===== src/rtl/pwm_duty_sequencer_if.sv =====
// pwm_duty_sequencer_if
//   Groups the key and period inputs with the duty outputs of the PWM duty
//   sequencer.
//   master : drives key_flag, key_press and period_tick; observes duty,
//            duty_upd and mode.
//   slave  : the sequencer side.
//   key_flag    one-cycle debounced key event strobe
//   key_press   debounced key level, 1 = pressed
//   period_tick one-cycle pulse on PWM counter wrap
//   duty        registered duty count for the PWM comparator
//   duty_upd    one-cycle pulse when duty is (re)loaded
//   mode        active mode: 0 FIX_LO, 1 FIX_HI, 2 BREATHE
interface pwm_duty_sequencer_if;
   logic        key_flag;
   logic        key_press;
   logic        period_tick;
   logic [15:0] duty;
   logic        duty_upd;
   logic [1:0]  mode;

   modport master (
      output key_flag,
      output key_press,
      output period_tick,
      input  duty,
      input  duty_upd,
      input  mode
   );

   modport slave (
      input  key_flag,
      input  key_press,
      input  period_tick,
      output duty,
      output duty_upd,
      output mode
   );
endinterface


===== src/rtl/pwm_duty_sequencer.sv =====
// pwm_duty_sequencer
//   Key-driven PWM duty sequencer. Each key press advances a pending mode
//   (FIX_LO -> FIX_HI -> BREATHE -> FIX_LO); the pending mode and the new duty
//   are applied only on period_tick, so the comparator never sees a duty change
//   mid-period. BREATHE ramps duty between DUTY_MIN and DUTY_MAX by STEP per
//   PWM period.
//   Optional feature macro: PWM_SEQ_DWELL_EN -- hold at each ramp extreme for
//   DWELL extra periods before reversing.
// Ports
//   sys_clk    system clock, rising edge
//   sys_rst_n  asynchronous active-low reset
//   io         pwm_duty_sequencer_if.slave (key/tick inputs, duty/mode outputs)
//
// state        | meaning
// -------------+-----------------------------------------------
// MODE_FIX_LO  | duty fixed at DUTY_LO
// MODE_FIX_HI  | duty fixed at DUTY_HI
// MODE_BREATHE | duty ramps DUTY_MIN <-> DUTY_MAX by STEP/period
module pwm_duty_sequencer #(
   parameter logic [15:0] DUTY_LO  = 16'd10000,
   parameter logic [15:0] DUTY_HI  = 16'd40000,
   parameter logic [15:0] DUTY_MIN = 16'd0,
   parameter logic [15:0] DUTY_MAX = 16'd50000,
   parameter logic [15:0] STEP     = 16'd500,
   parameter logic [3:0]  DWELL    = 4'd8
) (
   input  logic                 sys_clk,
   input  logic                 sys_rst_n,
   pwm_duty_sequencer_if.slave  io
);

   typedef enum logic [1:0] {
      MODE_FIX_LO  = 2'd0,
      MODE_FIX_HI  = 2'd1,
      MODE_BREATHE = 2'd2
   } mode_e;

   if (DUTY_MIN >= DUTY_MAX || STEP == 16'd0 || $bits(DWELL) != 4) begin : g_param_err
      $error("pwm_duty_sequencer: need DUTY_MIN < DUTY_MAX, nonzero STEP, 4-bit DWELL");
   end

   mode_e       mode_q;
   mode_e       pend_q;
   mode_e       pend_next;
   logic [15:0] duty_q;
   logic        upd_q;
   logic        dir_up_q;
   logic        press;
   logic [16:0] sum_up;
   logic [16:0] floor_lim;
   logic        hit_top;
   logic        hit_bottom;

`ifdef PWM_SEQ_DWELL_EN
   logic [3:0]  dwell_q;
`endif

   function automatic mode_e advance(input mode_e m);
      case (m)
         MODE_FIX_LO:  return MODE_FIX_HI;
         MODE_FIX_HI:  return MODE_BREATHE;
         default:      return MODE_FIX_LO;
      endcase
   endfunction

   // release strobes (key_flag with key_press low) are not presses
   assign press = io.key_flag & io.key_press;

   always_comb begin
      pend_next = pend_q;
      if (press) pend_next = advance(pend_q);
   end

   // 17-bit arithmetic keeps the up-step from wrapping past 16'hFFFF and the
   // down-step compare free of borrow.
   assign sum_up     = {1'b0, duty_q} + {1'b0, STEP};
   assign floor_lim  = {1'b0, DUTY_MIN} + {1'b0, STEP};
   assign hit_top    = (sum_up >= {1'b0, DUTY_MAX});
   assign hit_bottom = ({1'b0, duty_q} <= floor_lim);

   always_ff @(posedge sys_clk or negedge sys_rst_n) begin
      if (!sys_rst_n) begin
         mode_q   <= MODE_FIX_LO;
         pend_q   <= MODE_FIX_LO;
         duty_q   <= DUTY_LO;
         upd_q    <= 1'b0;
         dir_up_q <= 1'b1;
`ifdef PWM_SEQ_DWELL_EN
         dwell_q  <= 4'd0;
`endif
      end else begin
         upd_q  <= io.period_tick;
         pend_q <= pend_next;
         if (io.period_tick) begin
            // a press coinciding with the tick is already folded into pend_next
            mode_q <= pend_next;
            case (pend_next)
               MODE_FIX_HI: begin
                  duty_q   <= DUTY_HI;
                  dir_up_q <= 1'b1;
`ifdef PWM_SEQ_DWELL_EN
                  dwell_q  <= 4'd0;
`endif
               end
               MODE_BREATHE: begin
                  if (mode_q != MODE_BREATHE) begin
                     duty_q   <= DUTY_MIN;
                     dir_up_q <= 1'b1;
`ifdef PWM_SEQ_DWELL_EN
                     dwell_q  <= 4'd0;
                  end else if (dwell_q != 4'd0) begin
                     dwell_q  <= dwell_q - 4'd1;
`endif
                  end else if (dir_up_q) begin
                     if (hit_top) begin
                        duty_q   <= DUTY_MAX;
                        dir_up_q <= 1'b0;
`ifdef PWM_SEQ_DWELL_EN
                        dwell_q  <= DWELL;
`endif
                     end else begin
                        duty_q <= sum_up[15:0];
                     end
                  end else begin
                     if (hit_bottom) begin
                        duty_q   <= DUTY_MIN;
                        dir_up_q <= 1'b1;
`ifdef PWM_SEQ_DWELL_EN
                        dwell_q  <= DWELL;
`endif
                     end else begin
                        duty_q <= duty_q - STEP;
                     end
                  end
               end
               default: begin
                  duty_q   <= DUTY_LO;
                  dir_up_q <= 1'b1;
`ifdef PWM_SEQ_DWELL_EN
                  dwell_q  <= 4'd0;
`endif
               end
            endcase
         end
      end
   end

   assign io.duty     = duty_q;
   assign io.duty_upd = upd_q;
   assign io.mode     = mode_q;

endmodule


===== src/flat_wrapper.sv =====
// flat-port wrapper written by rule: the top's interface ports become plain ports
module pwm_duty_sequencer_flat 
#(
   parameter logic [15:0] DUTY_LO  = 16'd10000,
   parameter logic [15:0] DUTY_HI  = 16'd40000,
   parameter logic [15:0] DUTY_MIN = 16'd0,
   parameter logic [15:0] DUTY_MAX = 16'd50000,
   parameter logic [15:0] STEP     = 16'd500,
   parameter logic [3:0]  DWELL    = 4'd8
)
  (sys_clk, sys_rst_n, io_key_flag, io_key_press, io_period_tick, io_duty, io_duty_upd, io_mode);
  pwm_duty_sequencer_if io_i ();
  input  logic sys_clk;
  input  logic sys_rst_n;
  input wire logic [$bits(io_i.key_flag)-1:0] io_key_flag;
  input wire logic [$bits(io_i.key_press)-1:0] io_key_press;
  input wire logic [$bits(io_i.period_tick)-1:0] io_period_tick;
  output wire logic [$bits(io_i.duty)-1:0] io_duty;
  output wire logic [$bits(io_i.duty_upd)-1:0] io_duty_upd;
  output wire logic [$bits(io_i.mode)-1:0] io_mode;
  assign io_i.key_flag = io_key_flag;
  assign io_i.key_press = io_key_press;
  assign io_i.period_tick = io_period_tick;
  assign io_duty = io_i.duty;
  assign io_duty_upd = io_i.duty_upd;
  assign io_mode = io_i.mode;
  pwm_duty_sequencer #(.DUTY_LO(DUTY_LO), .DUTY_HI(DUTY_HI), .DUTY_MIN(DUTY_MIN), .DUTY_MAX(DUTY_MAX), .STEP(STEP), .DWELL(DWELL)) u_core (.sys_clk(sys_clk), .sys_rst_n(sys_rst_n), .io(io_i));
endmodule

===== config.mk =====
export PLATFORM = sky130hd
export DESIGN_NAME = pwm_duty_sequencer_flat
export DESIGN_NICKNAME = d
export VERILOG_FILES = /design/src/rtl/pwm_duty_sequencer_if.sv /design/src/rtl/pwm_duty_sequencer.sv /design/src/flat_wrapper.sv
export SDC_FILE = /design/constraint.sdc
export NUM_CORES = 1
export LEC_CHECK = 0
export ABC_CLOCK_PERIOD_IN_PS = 6100
export BUFFER_PORTS_ARGS = -buffer_cell sky130_fd_sc_hd__clkbuf_2
export CAP_MARGIN = 5
export CORE_UTILIZATION = 60
export DETAILED_ROUTE_END_ITERATION = 6
export PLACE_DENSITY = 0.86
export SETUP_SLACK_MARGIN = 0.02
export SLEW_MARGIN = 20
export SYNTH_ARGS = -nofsm -noshare
export SYNTH_HDL_FRONTEND = slang
export SYNTH_SLANG_ARGS = --single-unit

===== constraint.sdc =====
create_clock -name sys_clk -period 6.1 [get_ports sys_clk]
set_input_delay 0.61 -clock sys_clk [delete_from_list [all_inputs] [get_ports sys_clk]]
set_output_delay 0.61 -clock sys_clk [all_outputs]
set_load 0.05 [all_outputs]

==> summary.txt <==
Outcome
  – Status: finished, final reports clean

CTS
  – Postcts setup bufs: 0
  – CTS hold repair buffers: 0
  – Resize count post-CTS: 0
  – Clk sinks: 20
  – Worst-path clk slew: 0.12 ns
  – Longest Clk Path Bufs: 2
  – Worst skew pair latency: 0.32 ns
  – Root buffer cell: clkbuf_4
  – CTS tree: yes
  – H-tree Lvls: 1
  – Num CTS Buffers: 3

Synth
  – Top_reg_cell synth: dfrtp_1
  – Most frequent cells after synthesis: 25 x nor2_1, 20 x nand2_1, 20 x o21ai_0
  – Count leader, synth: nor2_1
  – Synth area leader: dfrtp_1
  – Post-synthesis sequential area ratio: 0.250
  – FF+latch count, synth: 20
  – Avg Cell Area, Syn: 7.68 um^2
  – Library cells used by synthesis: 68
  – Asr flop ratio synth: 1.00
  – EDFF count, synth: 0
  – Post-Syn Area: 0.00204 mm^2
  – Synth top area cells: dfrtp_1 17%, dfstp_2 7.7%, o21ai_0 4.9%, nor2_1 4.6%, a21oi_1 4.4%
  – Share of the synthesized area in the top cell type: 0.172
  – Post-Synthesis Cells: 265
  – Syn. warnings: 0

Global route
  – Vias in the first global route: 1737
  – Largest net degree at the start of global routing: 21
  – Total gr overflow: 0
  – Gr usage total: 0.320
  – Antenna violations before repair: 0
  – First-pass GRT wire length: 8710 um

Power and ir drop
  – Peak VDD IR: 0.261 mV
  – Cell Pwr Density: 465 mW/mm^2
  – P_leak: 0.876 nW
  – Overall power: 0.000989 W

Floorplan
  – Die area: 0.00363 mm^2
  – Die Wd: 60.3 um
  – Starting density of the core: 0.651
  – IO Count: 24
  – # rows: 20
  – Core ar.: 0.00313 mm^2
  – Die height: 60.3 um

Timing
  – WHS: 0.226 ns
  – Tcrit/Tclk final: 0.527
  – Max Fclk: 0.311 GHz
  – Clock skew: 0.0134 ns
  – Max_slew headroom: 0.370
  – Setup TNS: 0 ns
  – Fin. Hold Viols: 0
  – Crit path time final: 3.22 ns
  – RSZ-0062 raised after global routing: false
  – Worst Max-Slew Pin Slew: 0.936 ns
  – Final setup vio count: 0
  – Fin. max-slew vios: 0

Placed design
  – IO Port Bufs: 21
  – Dpl hpwl: 3820 um
  – Final Wtd Congestion: 0.938

Route
  – Remaining DRCs: 0
  – Via Count: 2153
  – Initial DRC count: 301
  – Avg WL per Cell: 17.2 um
  – Antenna-violating nets left: 0
  – Vias per inst: 6.92
  – Drt pass-1 iters: 6
  – Final WL: 5340 um

Flow run
  – Maximum capacitance violations: 0

Cells and area
  – Final net count: 278
  – Area of the multi-input gates: 0.00137 mm^2
  – Post-layout util: 0.680
  – Diodes inserted: 0
  – Fillers: 268
  – Seq. cell area: 508 um^2
  – Fraction of final layout cells sized beyond drive strength 1: 0.157
  – Area Overhead vs Synth: 4.55%

Critical path
  – Data arrival, critical path: 3.43 ns
  – Delay-heaviest family, CP: compound AO/OA/AOI/OAI gates
  – Crit. End Element: flip-flop
  – Slowest cell on crit path: dfrtp_1
  – Worst Path Buf+Inv: 0
  – Slowest Stage Delay on Critical Path: 0.57 ns
  – CP required: 6.31 ns
  – Crit path depth: 9
  – Start point of the critical path: u_core.io.duty[2]$_DFFE_PN0P_
  – CP Cell Sequence: ha_1, or3_1, o21ai_1, xnor2_1, a211oi_4, a21oi_2, o21ai_0, a2111oi_0, o2bb2ai_1
  – R2R cell count: 9
  – R2r setup slk: 2.88 ns
  – CP Max Fanout: 15
  – Reg2reg end: u_core.io.duty[5]$_DFFE_PN0P_
  – Setup crit start kind: flip-flop
  – Crit Path Category: flip-flop to flip-flop
  – FF-to-FF Start: u_core.io.duty[2]$_DFFE_PN0P_

Min path
  – Worst Hold Class: input port to asynchronous set/reset pin
[metal layers]
layer  track usage  share of wire  vias to the layer above
li1              -              -                     1003
met1         0.474           0.43                     1008
met2         0.485           0.46                      125
met3        0.0390          0.088                       17
met4        0.0897          0.015                        0
met5             0              0                        -
[power breakdown]
part / internal (W) / switching, W
clock network: 0.0000666 / 0.0000450
registers: 0.000182 / 0.000119
logic: 0.000201 / 0.000376
total: 0.000450 / 0.000540
[cells by family (layout without fill, tap and decap cells)]
kind of cell,count (synthesis),count (layout),synth area share
compound gates,97,97,0.343
xor+xnor,6,6,0.0258
fa+ha+maj,5,5,0.0307
buf+inv,33,34,0.0774
flops,20,20,0.250
mux,1,1,0.00553
other cells,1,2,0.00184
simple gates,102,102,0.266
[area by class of cell]
type / count / share of cell area
clock buffer: 3 / 0.0106
sequential: 20 / 0.239
timing repair buffer: 21 / 0.0494
multi-input combinational: 213 / 0.646
clock inverter: 1 / 0.0141
tap: 44 / 0.0259
inverter: 9 / 0.0159
[layout by cell type, fill, tap and decap left out, drive strengths merged, types with 6 or more instances in the layout]
cell type  count
nor2          26
clkbuf        24
o21ai         22
nand2         20
a21oi         20
dfrtp         14
nand3         12
nor3          11
inv            9
or3            7
dfstp          6
[registers in the layout, indices dropped and copies added (netlist names)]
| name | flops |
|---|---|
| u_core.io.duty | 14 |
| u_core.dir_up_q | 1 |
| u_core.pend_q | 2 |
| u_core.io.mode | 2 |
| u_core.io.duty_upd | 1 |
[stage by stage]
| stage | cell area, um^2 | cells | setup slack (ns) |
|---|---|---|---|
| after CTS | 2130 | 311 | 2.91 |
| after floorplan | 2040 | 266 | 3.07 |
| after global routing | 2130 | 311 | 2.49 |
| after global placement | 2080 | 307 | 3.10 |
| after detailed placement | 2080 | 307 | 2.94 |
| final | 2130 | 311 | 2.88 |
[worst reg2reg max path, delay by kind of cell (launching register included)]
kind / cells / cell delay (ns)
AO/OA/AOI/OAI: 6 / 1.46
XOR/XNOR: 1 / 0.24
adder cells (fa/ha/maj): 1 / 0.39
flip-flops: 1 / 0.57
AND/OR/NAND/NOR: 1 / 0.45
[worst max path at each step]
stage / slack [ns] / end
4_1_cts: 2.91 / u_core.io.duty[5]$_DFFE_PN0P_
3_3_place_gp: 3.10 / u_core.io.duty[5]$_DFFE_PN0P_
2_1_floorplan: 3.07 / u_core.io.duty[5]$_DFFE_PN0P_
6_report: 2.88 / u_core.io.duty[5]$_DFFE_PN0P_
3_5_place_dp: 2.94 / u_core.io.duty[5]$_DFFE_PN0P_
5_1_grt: 2.49 / u_core.io.duty[5]$_DFFE_PN0P_
Note: power is estimated with default switching activity, not from simulation.
